File: src/rtl/decoder_pkg.sv
`default_nettype none
// ============================================================================
// Module      : decoder_pkg
// Description : Shared types, default widths and the one-hot helper for the
//               registered decoder / scanner.
//               Optional feature macro: DECODER_SCAN_WRAP_EN (used by the top)
// Revision    : 1.0 - initial release
// ============================================================================
package decoder_pkg;

   localparam int c_sel_w_default   = 3;
   localparam int c_dwell_w_default = 4;

   // Widest index the helper supports; callers narrow the result themselves.
   localparam int c_sel_w_max = 8;
   localparam int c_out_w_max = 1 << c_sel_w_max;

   typedef enum logic [1:0] {
      IDLE   = 2'd0,
      DIRECT = 2'd1,
      SCAN   = 2'd2
   } state_t;

   // One-hot code for idx at the widest supported width.
   function automatic logic [c_out_w_max-1:0] onehot(input logic [c_sel_w_max-1:0] idx);
      logic [c_out_w_max-1:0] v;
      v      = '0;
      v[idx] = 1'b1;
      return v;
   endfunction

endpackage
`default_nettype wire

File: src/rtl/decoder_scan_dwell_timer.sv
`default_nettype none
// ============================================================================
// Module      : dwell_timer
// Description : Per-index dwell counter for the scanner. Loads D = max(dwell,1)
//               on a start, counts enabled cycles 1..D and flags the D-th one.
//               Holds its count while en is low.
// Revision    : 1.0 - initial release
// ============================================================================
module dwell_timer
   import decoder_pkg::*;
#(
   parameter int DWELL_W = c_dwell_w_default
) (
   input  logic               clk,
   input  logic               rst_n,
   input  logic               en,
   input  logic               load,
   input  logic               run,
   input  logic [DWELL_W-1:0] dwell,
   output logic               tick
);

   logic [DWELL_W-1:0] r_d;
   logic [DWELL_W-1:0] r_cnt;

   // r_cnt is the position (1..D) of the current cycle within the dwell.
   assign tick = run & en & (r_cnt == r_d);

   // Capture the dwell on start, then count enabled cycles while scanning.
   always_ff @(posedge clk or negedge rst_n) begin
      if (!rst_n) begin
         r_d   <= '0;
         r_cnt <= '0;
      end else if (load) begin
         r_d   <= (dwell == '0) ? DWELL_W'(1) : dwell;
         r_cnt <= DWELL_W'(1);
      end else if (!run) begin
         r_cnt <= '0;
      end else if (en) begin
         r_cnt <= tick ? DWELL_W'(1) : r_cnt + DWELL_W'(1);
      end
   end

endmodule
`default_nettype wire

File: src/rtl/decoder_scan.sv
`default_nettype none
// ============================================================================
// Module      : decoder_scan
// Description : Registered SEL_W-to-2**SEL_W one-hot decoder with a direct
//               (load-strobed) mode and a scan mode that walks the hot bit
//               across every output with a programmable dwell.
//               Optional feature macro: DECODER_SCAN_WRAP_EN - when defined,
//               a scan with mode=1 at the end of the last dwell wraps to
//               index 0 instead of stopping.
//               SEL_W must not exceed decoder_pkg::c_sel_w_max.
// Revision    : 1.0 - initial release
// ============================================================================
module decoder_scan
   import decoder_pkg::*;
#(
   parameter  int SEL_W   = c_sel_w_default,
   parameter  int DWELL_W = c_dwell_w_default,
   localparam int OUT_W   = 1 << SEL_W
) (
   input  logic               clk,
   input  logic               rst_n,
   input  logic               en,
   input  logic               mode,
   input  logic [SEL_W-1:0]   a,
   input  logic               load,
   input  logic               start,
   input  logic [DWELL_W-1:0] dwell,
   output logic [OUT_W-1:0]   y,
   output logic               valid,
   output logic               busy,
   output logic               done
);

   localparam logic [SEL_W-1:0] c_last_idx = '1;

   state_t                 r_state;
   logic [SEL_W-1:0]       r_idx;
   logic [OUT_W-1:0]       r_y;
   logic                   r_valid;
   logic                   r_busy;
   logic                   r_done;

   logic                   w_scan_start;
   logic                   w_direct_load;
   logic                   w_run;
   logic                   w_tick;
   logic                   w_wrap;
   logic [c_sel_w_max-1:0] w_a_ext;

   // Strobes are only honoured outside a scan; mode picks load vs start.
   assign w_scan_start  = en &  mode & start & (r_state != SCAN);
   assign w_direct_load = en & ~mode & load  & (r_state != SCAN);
   assign w_run         = (r_state == SCAN);
   assign w_a_ext       = c_sel_w_max'(a);

`ifdef DECODER_SCAN_WRAP_EN
   assign w_wrap = mode;
`else
   assign w_wrap = 1'b0;
`endif

   dwell_timer #(
      .DWELL_W (DWELL_W)
   ) u_dwell_timer (
      .clk   (clk),
      .rst_n (rst_n),
      .en    (en),
      .load  (w_scan_start),
      .run   (w_run),
      .dwell (dwell),
      .tick  (w_tick)
   );

   // Mode FSM together with the index, output and status registers.
   always_ff @(posedge clk or negedge rst_n) begin
      if (!rst_n) begin
         r_state <= IDLE;
         r_idx   <= '0;
         r_y     <= '0;
         r_valid <= 1'b0;
         r_busy  <= 1'b0;
         r_done  <= 1'b0;
      end else begin
         r_done <= 1'b0;
         case (r_state)
            IDLE, DIRECT: begin
               if (w_scan_start) begin
                  r_state <= SCAN;
                  r_idx   <= '0;
                  r_y     <= OUT_W'(1);
                  r_valid <= 1'b1;
                  r_busy  <= 1'b1;
               end else if (w_direct_load) begin
                  r_state <= DIRECT;
                  r_idx   <= a;
                  r_y     <= OUT_W'(onehot(w_a_ext));
                  r_valid <= 1'b1;
               end else if (!en && r_state == DIRECT) begin
                  // Dropping en clears a direct decode.
                  r_state <= IDLE;
                  r_y     <= '0;
                  r_valid <= 1'b0;
               end
            end
            SCAN: begin
               if (w_tick) begin
                  if (r_idx != c_last_idx) begin
                     r_idx <= r_idx + SEL_W'(1);
                     r_y   <= r_y << 1;
                  end else if (w_wrap) begin
                     // Seamless wrap: each completed pass still reports done.
                     r_idx  <= '0;
                     r_y    <= OUT_W'(1);
                     r_done <= 1'b1;
                  end else begin
                     r_state <= IDLE;
                     r_idx   <= '0;
                     r_y     <= '0;
                     r_valid <= 1'b0;
                     r_busy  <= 1'b0;
                     r_done  <= 1'b1;
                  end
               end
            end
            default: begin
               r_state <= IDLE;
               r_y     <= '0;
               r_valid <= 1'b0;
               r_busy  <= 1'b0;
            end
         endcase
      end
   end

   assign y     = r_y;
   assign valid = r_valid;
   assign busy  = r_busy;
   assign done  = r_done;

endmodule
`default_nettype wire

File: config.mk
export PLATFORM = sky130hd
export DESIGN_NAME = decoder_scan
export DESIGN_NICKNAME = d
export VERILOG_FILES = /design/src/rtl/decoder_pkg.sv /design/src/rtl/decoder_scan_dwell_timer.sv /design/src/rtl/decoder_scan.sv
export SDC_FILE = /design/constraint.sdc
export NUM_CORES = 1
export LEC_CHECK = 0
export ABC_AREA = 1
export BUFFER_PORTS_ARGS = -buffer_cell sky130_fd_sc_hd__buf_2
export CORE_AREA = 2 2 66 49
export CTS_BUF_LIST = sky130_fd_sc_hd__clkbuf_4
export DETAILED_ROUTE_END_ITERATION = 16
export DIE_AREA = 0 0 68 51
export GPL_TIMING_DRIVEN = 0
export PLACE_DENSITY = 0.69
export SETUP_SLACK_MARGIN = 0.4
export SYNTH_ARGS = -nofsm -noshare
export SYNTH_HDL_FRONTEND = slang
export SYNTH_SLANG_ARGS = --single-unit
File: constraint.sdc
create_clock -name clk -period 3 [get_ports clk]
set_input_delay 0.15 -clock clk [delete_from_list [all_inputs] [get_ports clk]]
set_output_delay 0.15 -clock clk [all_outputs]
set_load 0.02 [all_outputs]
==> run summary <==
The number of clock buffers added by TritonCTS is 3. The H-tree depth reported by CTS was 1; the number of diodes added for antenna fixing was 0. The starting density of the core came out at 0.4501.

The tools report the worst hold slack across all endpoints as 101.1 ps. Worst reg2reg path endpoint: r_idx[2]. The final antenna-violating net count is 0. TritonCTS built the clock tree. The routed length per placed instance is 11.86 um. Walking the worst path, the cells encountered are nand2_4, nand3_2, nor2_1, nor2_2, nand2_1, nand2_1, nand2_1.

The largest fanout of any net on the critical path was 7; the area growth from synthesis to layout was 15.06%. The leading cell type by number of instances after synthesis was sky130_fd_sc_hd__nand2_1. The finished cells cover 0.001520 mm^2. The logs give 215 for the post-layout net count and 0.003468 mm^2 for the die area.

The worst register-to-register path begins at r_state[1]. From left edge to right edge, the die measures 68 um. The worst setup path is captured at a flip-flop. The area taken by flip-flops and latches came out at 600.6 um^2.

The floorplan has 17 rows. The buffers inserted during post-CTS setup optimization came out at 0. The share of post-route cells with drive strength above 1 is 0.2071, and the wire length of the first global-routing pass is 4.940 mm.

Static timing analysis puts the maximum clock frequency at 659.8 MHz. Library cell used as clock root buffer: sky130_fd_sc_hd__clkbuf_4. Across all register-to-register paths, the minimum setup slack is 1480 ps. For this design the static power due to leakage is 0.0008386 uW. The number of synthesized flops with an enable pin came out at 0.

By count the netlist is led by sky130_fd_sc_hd__nand2_1 (56), sky130_fd_sc_hd__dfrtp_1 (24), sky130_fd_sc_hd__nand3_1 (22). The number of cells on the worst hold path was 3. The slowest stage of the critical path is the sky130_fd_sc_hd__dfrtp_1 cell. Using the TritonRoute via totals, the vias-per-cell ratio works out to 5.051. During synthesis, Yosys emitted a total of 0 warnings. Counting stages on the worst path, the most repeated cell is sky130_fd_sc_hd__nand2_1. For the worst-skew pair, the clock arrives at the later sink with an insertion delay of 320 ps. The logs give 287 for the filler cell count and 0.001321 mm^2 for the mapped cell area. The async set-or-reset flop fraction in the synthesized netlist works out to 1.000.

From bottom edge to top edge, the die measures 51 um. The count of buffers from port buffering was 23. The run gives 0.0003243 V as the maximum vdd drop.

Cell count after synthesis: 170. The maximum clock skew at final layout is 17.08 ps. The count of buffer and inverter cells on the critical path is 0. Cell taking the most area after synthesis: sky130_fd_sc_hd__dfrtp_1.

Setup violations remaining at the end of the flow were counted as 0. In this run the power density over the cells is 503.3 mW/mm^2. The area share of the largest cell type after synthesis is 0.4545, and the routability congestion estimate from global placement is 0.8394.

The share of the clock period used by the worst path was 0.5052; the count of different cell masters after synthesis was 23. The flow ran to the end, and the final reports show no timing, DRC or antenna violations. For the pin with the worst max-slew slack, the measured transition is 541.3 ps. The HPWL after detailed placement is 2.094 mm.

The clock sink count was 24; the overall via count from detail_route was 1192. The cell family contributing the most delay on the critical path is simple AND/OR/NAND/NOR gates. For this run, the leading register cell type out of synthesis is sky130_fd_sc_hd__dfrtp_1.

The final count of pins violating max slew was 0. The kind of launch point of the worst setup path is a flip-flop. Summed over all failing endpoints, the final setup total negative slack is 0 ps. For the number of top-level pins, the log shows 24.

Leaving out filler cells and counting taps, the final layout contains 236. The tools report the number of max-cap violations as 0. On the worst path, the slowest cell contributes a delay of 470 ps.

The number of cell instances on the worst register-to-register path works out to 7. The min-delay analysis places its worst path in the category in2reg. The sequential cell area fraction in the yosys report is 0.4545, and the number of iterations in the first detailed-routing pass is 5. In this run, the number of DRC markers left after iteration 0 of detailed routing was 63. The tools report the overall power consumption as 765.1 uW. The tools report the hold path endpoint as u_dwell_timer.r_d[3]. By area the synthesized netlist is led by sky130_fd_sc_hd__dfrtp_1 (45%), sky130_fd_sc_hd__nand2_1 (16%), sky130_fd_sc_hd__nand3_1 (8.3%).

The number of buffers on the longest clock path is 2, and the number of storage elements in the synthesis netlist is 24. The run gives 0 as the final-report hold violation count. The arrival time at the worst endpoint is 1770 ps, and the number of global-route vias before repair is 1143.

The initial antenna violation count was 0. Summed over all layers, the routed wires come to 2.798 mm. The post-route minimum period was 1516 ps.

The clock slew at the register clock pins of the worst setup and hold paths was 140 ps. Global routing finished with a remaining overflow of 0. After synthesis, the mean cell area works out to 7.772 um^2. The run gives 0.6391 as the worst slew margin relative to its limit.

STA puts the critical path data required time at 3260 ps. The total placed instance area was 0.001484 mm^2. The run gives 0.1920 as the total global routing track utilization. The worst setup path is of the reg2reg kind. The worst min-delay path startpoint was dwell[3]. The post-detailed-route DRC marker count is 0. The core region is 0.002935 mm^2. Setup repair after global routing left no endpoint under its margin.

Synthesis produced a netlist with a net count of 186. The instance count after placement with tap cells included is 231, and the maximum number of pins on one net before global-route repair is 25. The multi-input combinational cells in the finished layout cover a total of 629.4 um^2.
==> layout by cell type, fill, tap and decap left out <==
cell type,instances
sky130_fd_sc_hd__a31oi_1,3
sky130_fd_sc_hd__nand3_1,22
sky130_fd_sc_hd__nand4_1,2
sky130_fd_sc_hd__a21oi_1,1
sky130_fd_sc_hd__nand4_2,1
sky130_fd_sc_hd__buf_2,24
sky130_fd_sc_hd__clkinv_1,1
sky130_fd_sc_hd__dlygate4sd3_1,1
sky130_fd_sc_hd__nor2_1,9
sky130_fd_sc_hd__nor2_2,2
sky130_fd_sc_hd__nand2_2,1
sky130_fd_sc_hd__buf_6,1
sky130_fd_sc_hd__o21ai_0,14
sky130_fd_sc_hd__nand2_1,56
sky130_fd_sc_hd__ha_1,3
sky130_fd_sc_hd__nand3b_1,1
sky130_fd_sc_hd__inv_1,16
sky130_fd_sc_hd__inv_2,4
sky130_fd_sc_hd__clkbuf_4,3
sky130_fd_sc_hd__xor2_1,2
sky130_fd_sc_hd__dfrtp_1,24
sky130_fd_sc_hd__o22ai_1,1
sky130_fd_sc_hd__xnor2_1,1
sky130_fd_sc_hd__nand2_4,2
sky130_fd_sc_hd__nand3_4,1
sky130_fd_sc_hd__nand3_2,2
==> flip-flops by register name, indices dropped and copies added, names as in the netlist <==
register / flops
u_dwell_timer.r_d: 4
u_dwell_timer.r_cnt: 4
done: 1
r_state: 2
busy: 1
valid: 1
y: 8
r_idx: 3
==> cell families after synthesis <==
family | synth area share
simple gates | 0.3523
xor+xnor | 0.01989
fa+ha+maj | 0.02841
buf+inv | 0.06912
compound gates | 0.07576
flops | 0.4545
==> worst max path at each step <==
stage                          start       end  slack [ps]  cells past startpoint
after detailed placement    r_idx[0]      y[1]        1570                      9
after global placement      r_idx[0]      y[1]        1590                      9
after CTS                 r_state[1]  r_idx[2]        1540                      7
after global routing        r_idx[0]      y[4]        1360                      9
after floorplan             r_idx[0]      y[1]        1710                      9
final                     r_state[1]  r_idx[2]        1480                      7
==> power by group <==
| part | switching [uW] | internal, uW |
|---|---|---|
| combinational | 129 | 87.6 |
| clock | 96.7 | 48.8 |
| sequential | 38.2 | 365 |
| total | 264 | 501 |
==> layout make-up <==
cell class                 count  area share
buffer                         2     0.01070
clock buffer                   3     0.01481
clock inverter                 1    0.002469
inverter                      20     0.04938
multi-input combinational    124      0.4140
sequential                    24      0.3951
tap                           38     0.03128
timing repair buffer          24     0.08230
==> timing repair <==
item                       in CTS  in global routing
hold endpoints to repair       24                  0
hold buffers                    1                  0
setup endpoints to repair       0                  0
gates resized for setup         0                  0
==> per-stage QoR <==
step	setup slack [ps]	utilization
floorplan	1713	-
detailed placement	1574	0.5055
finish	1484	0.5179
global route	1363	0.5179
CTS	1540	0.5179
global placement	1586	0.5055
==> worst reg2reg max path, cell delays in order (launching register included) <==
cell and delay, ps:
sky130_fd_sc_hd__dfrtp_1 470, sky130_fd_sc_hd__nand2_4 150, sky130_fd_sc_hd__nand3_2 150, sky130_fd_sc_hd__nor2_1 320, sky130_fd_sc_hd__nor2_2 130, sky130_fd_sc_hd__nand2_1 110
sky130_fd_sc_hd__nand2_1 70, sky130_fd_sc_hd__nand2_1 60
==> per-layer routing <==
| metal | global-route usage | part of all wire | vias up |
|---|---|---|---|
| li1 | - | - | 609 |
| met1 | 0.2631 | 0.50 | 544 |
| met2 | 0.2929 | 0.43 | 37 |
| met3 | 0.05507 | 0.065 | 2 |
| met4 | 0.06000 | 0.0061 | 0 |
| met5 | 0 | 0 | - |
Power figures use the tool's default switching activity.
